[config.mk]
export PLATFORM = sky130hd
export DESIGN_NAME = load_store_unit
export DESIGN_NICKNAME = d
export VERILOG_FILES = /design/src/rtl/load_store_unit.sv
export SDC_FILE = /design/constraint.sdc
export NUM_CORES = 1
export LEC_CHECK = 0
export ABC_CLOCK_PERIOD_IN_PS = 3200
export BUFFER_PORTS_ARGS = -buffer_cell sky130_fd_sc_hd__buf_2
export CAP_MARGIN = 20
export CORE_AREA = 2 2 152 154
export DETAILED_ROUTE_END_ITERATION = 10
export DIE_AREA = 0 0 154 156
export GPL_TIMING_DRIVEN = 0
export PLACE_DENSITY = 0.76
export RECOVER_POWER = 50
export SLEW_MARGIN = 30
export SYNTH_ARGS = -nofsm -noshare
export SYNTH_HDL_FRONTEND = slang
export SYNTH_SLANG_ARGS = --single-unit
export TNS_END_PERCENT = 10
[constraint.sdc]
create_clock -name clock -period 3.2 [get_ports clock]
set_input_delay 0.16 -clock clock [delete_from_list [all_inputs] [get_ports clock]]
set_output_delay 0.16 -clock clock [all_outputs]
set_load 0.02 [all_outputs]
[src/rtl/load_store_unit.sv]
// Single-request load/store unit: byte/half/word/dword accesses with sign extension and
// read-modify-write narrow stores. Define MEM_ALIGN_CHECK_EN to reject misaligned accesses.
module load_store_unit #(
  parameter int unsigned SIZE = 256
) (
  input  logic        clock,
  input  logic        reset_n,
  input  logic        req_valid,
  output logic        req_ready,
  input  logic        req_write,
  input  logic [1:0]  req_size,
  input  logic        req_signed,
  input  logic [63:0] req_addr,
  input  logic [63:0] req_wdata,
  output logic        rsp_valid,
  output logic [63:0] rsp_rdata,
  output logic        rsp_error,
  output logic [63:0] mem_address,
  output logic [63:0] mem_d_in,
  output logic        mem_read,
  output logic        mem_write,
  input  logic [63:0] mem_d_out
);

  typedef enum logic [2:0] {StIdle, StRd, StRmwRd, StWr, StResp} state_e;

  localparam logic [63:0] Limit = 64'(SIZE) - 64'd8;

  state_e      r_state;
  logic [1:0]  r_size;
  logic        r_signed;
  logic [63:0] r_addr;
  logic [63:0] r_wdata;
  logic [63:0] r_rdata;
  logic        r_error;

  logic        w_req_err;
  logic [63:0] w_mask;
  logic [63:0] w_ld;
  logic [63:0] w_merged;

`ifdef MEM_ALIGN_CHECK_EN
  logic w_misalign;

  always_comb begin
    w_misalign = 1'b0;
    case (req_size)
      2'b00:   w_misalign = 1'b0;
      2'b01:   w_misalign = req_addr[0];
      2'b10:   w_misalign = |req_addr[1:0];
      default: w_misalign = |req_addr[2:0];
    endcase
  end

  assign w_req_err = (req_addr > Limit) | w_misalign;
`else
  assign w_req_err = req_addr > Limit;
`endif

  always_comb begin
    w_mask = 64'hFFFF_FFFF_FFFF_FFFF;
    w_ld   = mem_d_out;
    case (r_size)
      2'b00: begin
        w_mask = 64'h0000_0000_0000_00FF;
        w_ld   = r_signed ? {{56{mem_d_out[7]}}, mem_d_out[7:0]} : {56'd0, mem_d_out[7:0]};
      end
      2'b01: begin
        w_mask = 64'h0000_0000_0000_FFFF;
        w_ld   = r_signed ? {{48{mem_d_out[15]}}, mem_d_out[15:0]} : {48'd0, mem_d_out[15:0]};
      end
      2'b10: begin
        w_mask = 64'h0000_0000_FFFF_FFFF;
        w_ld   = r_signed ? {{32{mem_d_out[31]}}, mem_d_out[31:0]} : {32'd0, mem_d_out[31:0]};
      end
      default: begin
        w_mask = 64'hFFFF_FFFF_FFFF_FFFF;
        w_ld   = mem_d_out;
      end
    endcase
  end

  // Bytes outside the access keep exactly what was read back.
  assign w_merged = (mem_d_out & ~w_mask) | (r_wdata & w_mask);

  always_ff @(posedge clock or negedge reset_n) begin
    if (!reset_n) begin
      r_state  <= StIdle;
      r_size   <= 2'b00;
      r_signed <= 1'b0;
      r_addr   <= 64'd0;
      r_wdata  <= 64'd0;
      r_rdata  <= 64'd0;
      r_error  <= 1'b0;
    end else begin
      case (r_state)
        StIdle: begin
          if (req_valid) begin
            r_size   <= req_size;
            r_signed <= req_signed;
            r_addr   <= req_addr;
            r_wdata  <= req_wdata;
            if (w_req_err) begin
              r_state <= StResp;
              r_error <= 1'b1;
              r_rdata <= 64'd0;
            end else if (!req_write) begin
              r_state <= StRd;
            end else if (req_size == 2'b11) begin
              r_state <= StWr;
            end else begin
              r_state <= StRmwRd;
            end
          end
        end
        StRd: begin
          r_rdata <= w_ld;
          r_error <= 1'b0;
          r_state <= StResp;
        end
        StRmwRd: begin
          r_wdata <= w_merged;
          r_state <= StWr;
        end
        StWr: begin
          r_rdata <= 64'd0;
          r_error <= 1'b0;
          r_state <= StResp;
        end
        StResp:  r_state <= StIdle;
        default: r_state <= StIdle;
      endcase
    end
  end

  assign req_ready   = (r_state == StIdle);
  assign rsp_valid   = (r_state == StResp);
  assign rsp_rdata   = r_rdata;
  assign rsp_error   = r_error;
  assign mem_address = r_addr;
  assign mem_d_in    = r_wdata;
  assign mem_read    = (r_state == StRd) || (r_state == StRmwRd);
  assign mem_write   = (r_state == StWr);

endmodule

Word-level counts from Yosys, hierarchy flattened. Index checks and enable logic that the tools add are counted.

Output and inout port bits: 197. Logic and storage cells: 50. Flip-flop bits (word level): 199.

Equal/unequal tests: 9. Bitwise operators: 4. Magnitude comparators: 1. Reductions and logical operators: 11. Multiplexer cells: 18.

Operator list (count): case mux 64 bit (3 select lines) (3); 2-to-1 mux 64 bit (6); AND 64 bit (2); case mux 64 bit (2 select lines) (1); greater-than comparator 64 x 8 -> 1 bit (second input constant) (1); NOT 64 bit (1); bitwise OR 64 bit (1); case mux 3 bit (3 select lines) (1); == test 3 x 2 -> 1 bit (second input constant) (2); 2-to-1 mux 3 bit (2); AND reduction 3 bit (2); == test 2 bit (second input constant) (2); AND reduction 2 bit (2); nonzero test 2 bit (2); == test 3 x 1 -> 1 bit (second input constant) (1); == test 3 bit (second input constant) (1); zero test 3 bit (1); 2-to-1 mux 1 bit (3); nonzero test 3 bit (1); == test 2 x 1 -> 1 bit (second input constant) (1); zero test 2 bit (1); 2-to-1 mux 2 bit (1); inequality test 2 x 1 -> 1 bit (second input constant) (1); inequality test 2 bit (second input constant) (1); 3 further kinds (3).

Depth between registers and ports, before layout.
Depth after elaboration: 6. Gate-level depth with buffers: 8. Mapped depth without buffers: 4.

Worst setup path after synthesis. No wires, ideal clock.

Path kind: reg-to-reg. Start point: register r_state[1]. End point: register r_error, in the netlist rsp_error. Path buffers: 3. Stages on the path, launching flop included: 8. Setup time: 0.126 ns. Period minus slack after synthesis: 1.969 ns. Path slack: 1.231 ns. Arrival: 1.843 ns. Path through: dfrtp_1 > buf_6 > nor3_2 > nand3_1 > or3_1 > buf_2 > buf_6 > o311a_1.

RTL lines: start: declaration (line 29) `state_e r_state;`; start signal: assignment (line 88) `r_state <= StIdle;`; start signal: assignment (line 104) `r_state <= StResp;`; start signal: assignment (line 108) `r_state <= StRd;`; zero test 3 bit (*); net req_ready (line 9) `output logic req_ready,`; inequality test 2 x 1 -> 1 bit (no source line) (tied with other cells); AND reduction 3 bit (no source line); end signal: assignment (line 94) `r_error <= 1'b0;`; end signal: assignment (line 105) `r_error <= 1'b1;`; end signal: assignment (line 118) `r_error <= 1'b0;`; end: declaration (line 35) `logic r_error;`.

The timed path passes the listed nets; every way through them passes the cells marked *. A chain may end at the register's enable or synchronous reset.

==> impl_metrics.tcl <==
set metrics [dict create \
    cp_max_fo 10 \
    grt.total_usage 0.290 \
    worstPathArrival_ns 3.17 \
    maxCapViolCount 1 \
    p_leak_nw 6.09 \
    io_buffers 395 \
    dp.cells 1690 \
    wl_per_cell_um 19.0 \
    synth_edf_count 0 \
    grt_setup_unrepaired "false" \
    violations "max-capacitance violations, max-slew violations" \
    ys_ff_latch 199 \
    start_util 0.404 \
    syn_area_per_cell_um2 8.96 \
    ys_async_sr_fraction 1.00 \
    gp_congestion 0.855 \
    antenna_found_initial 1 \
    pin_count 396 \
    ant_nets 0 \
    worst_pin_slew_ns 1.90 \
    synth_warnings 0 \
    core_um2 22400 \
    cp-start-kind "flip-flop" \
    netlist_area_um2 9030 \
    fmax_mhz 357 \
    status "finished, violations left" \
    worst_path_max_delay_cell "dlygate4sd3_1" \
    fin_nets 1752 \
    dp_hpwl_um 24300 \
    setup_viol 0 \
    clock_skew_ns 0.0141 \
    cts.path.max_buffers 2 \
    cp_cell_sequence "clkbuf_1, nand2_1, nand2b_2, buf_1, o22ai_1, dlygate4sd3_1, nor2_1" \
    grt-ovfl-total 0 \
    wirelength_um 35200 \
    max_stage_delay_ns 0.59 \
    cts_htree_levels 4 \
    cp.required_ns 3.57 \
    dieArea_um2 24000 \
    path_clk_slew_ns 0.08 \
    worstSkewPairLatency_ns 0.44 \
    syn_nets 1207 \
    grt_pass1_vias 10100 \
    cts_sinks 199 \
    first_pass_iters 6 \
    slew_violations 75 \
    slew_headroom -0.264 \
    rrSetupSlack_ns 0.40 \
    fp.dieW_um 154 \
    cts_root_buf "clkbuf_16" \
    synth.distinct_cells 41 \
    cts_setup_buffers 0 \
    critical_path_class "reg -> reg" \
    chipHeight_um 156 \
    hold_path_class "in -> reg" \
    crit_path_end_kind "flip-flop" \
    final-hold-violation-count 0 \
    min_period_ns 2.80 \
    grt_pass1_wl_um 54600 \
    syn_to_final_growth_pct 45.2 \
    remaining_drc_errors 0 \
    fin_cells 1852 \
    cts_tree "built" \
    vias 9982 \
    ir_worst_vdd_uv 301 \
    num_rows 55 \
    netlist_instances 1008 \
    cts_made_buffers 17 \
    drtIter0Drc 891 \
    viasPerCell 5.39 \
    p_per_area_nw_per_um2 488 \
    drive_above_1_share 0.207 \
    fin_crit_sh 0.876 \
    yosysSeqAreaShare 0.551 \
    ys.flop_type "dfrtp_1" \
    grt_max_degree 76 \
    setup_tns_ns 0 \
]
## metal layers
layer	wire length, µm	vias up	track usage
met1	13900	4754	0.349
met4	1320	0	0.127
met5	0	-	0
met2	17200	536	0.502
li1	-	4594	-
met3	2720	98	0.0644
## cell usage in the layout, fill, tap and decap left out, drive strengths merged, types with 16 or more instances in the layout
cell         count
a21oi           16
o211ai          66
nand3           75
o22ai           56
dfrtp          199
a22oi           24
dlygate4sd3    129
o21ai           57
buf            283
nor2           114
nand2          269
clkbuf         219
## kinds of logic (layout without fill, tap and decap cells)
group / after synthesis / after routing / synth area share
AOI/OAI and AO/OA: 225 / 225 / 0.168
buffers and inverters: 87 / 645 / 0.0461
DFF: 199 / 199 / 0.551
muxes: 4 / 4 / 0.00651
other: 0 / 1 / 0
and+or+nand+nor: 493 / 493 / 0.228
## synth_stat cells, types with 3 or more instances
master	number	area (µm²)
nand2_1	269	1010
dfrtp_1	199	4980
nor2_1	114	428
nand3_1	75	375
o211ai_1	60	450
o21ai_0	55	275
clkbuf_1	54	203
o22ai_1	52	325
a22oi_1	24	180
a21oi_1	16	80.1
nor4_1	14	87.6
buf_2	12	60.1
buf_1	10	37.5
buf_6	10	113
o211ai_2	6	75.1
nand2b_1	5	31.3
o22ai_2	4	50.1
nor3_1	3	15.0
## critical path: cells and delay by family, from the launching register on
| kind | cells | cell delay, ns |
|---|---|---|
| DFF | 1 | 0.42 |
| AOI/OAI and AO/OA | 1 | 0.16 |
| buffers and inverters | 3 | 1.33 |
| and+or+nand+nor | 3 | 0.81 |
## repair_timing
| item | CTS | global route |
|---|---|---|
| hold buffers | 127 | 2 |
| endpoints found under the setup margin | 0 | 2 |
| gates resized for setup | 0 | 1 |
| endpoints found under the hold margin | 184 | 2 |
## report_power, final
| group | internal [W] | leakage (nW) | switching (W) |
|---|---|---|---|
| registers | 0.00273 | 2.48 | 0.000139 |
| clock network | 0.00112 | 0.288 | 0.00109 |
| logic | 0.000446 | 3.32 | 0.000869 |
## per-stage QoR
| step | instance area [µm²] | total power [W] | hold slack [ns] | util | worst slack (ns) |
|---|---|---|---|---|---|
| after detailed placement | 11400 | 0.00413 | 0.180 | 0.511 | 0.697 |
| after global placement | 11400 | 0.00409 | 0.357 | 0.508 | -1.48 |
| after CTS | 13300 | 0.00645 | 0.000200 | 0.594 | 0.396 |
| after floorplan | 9030 | 0.00353 | -0.136 | - | 1.23 |
| after global routing | 13100 | 0.00669 | 0.00825 | 0.586 | 0.0976 |
| final | 13100 | 0.00639 | 0.0140 | 0.586 | 0.396 |
## path summary, 6_finish.rpt
kind,depth (start not counted),end,from
max,7,flip-flop,r_size[0]$_DFFE_PN0P_
min,3,flip-flop,mem_d_out[22]
max reg2reg,7,flip-flop,r_size[0]$_DFFE_PN0P_
min reg2reg,2,mem_d_in[4]$_DFFE_PN0P_,mem_d_in[4]$_DFFE_PN0P_
max in group asynchronous,3,mem_address[51]$_DFFE_PN0P_,reset_n
min in group asynchronous,2,async pin,reset_n
## area by class of cell
class	instances	area, µm²
Tap cell	285	357
Buffer	86	413
Multi-Input combinational cell	722	3640
Clock inverter	13	160
Sequential cell	199	4980
Inverter	1	3.75
Antenna cell	1	2.50
Clock buffer	19	433
Timing Repair Buffer	526	3120
Fill cell	1977	9260
Power figures use the tool's default switching activity.
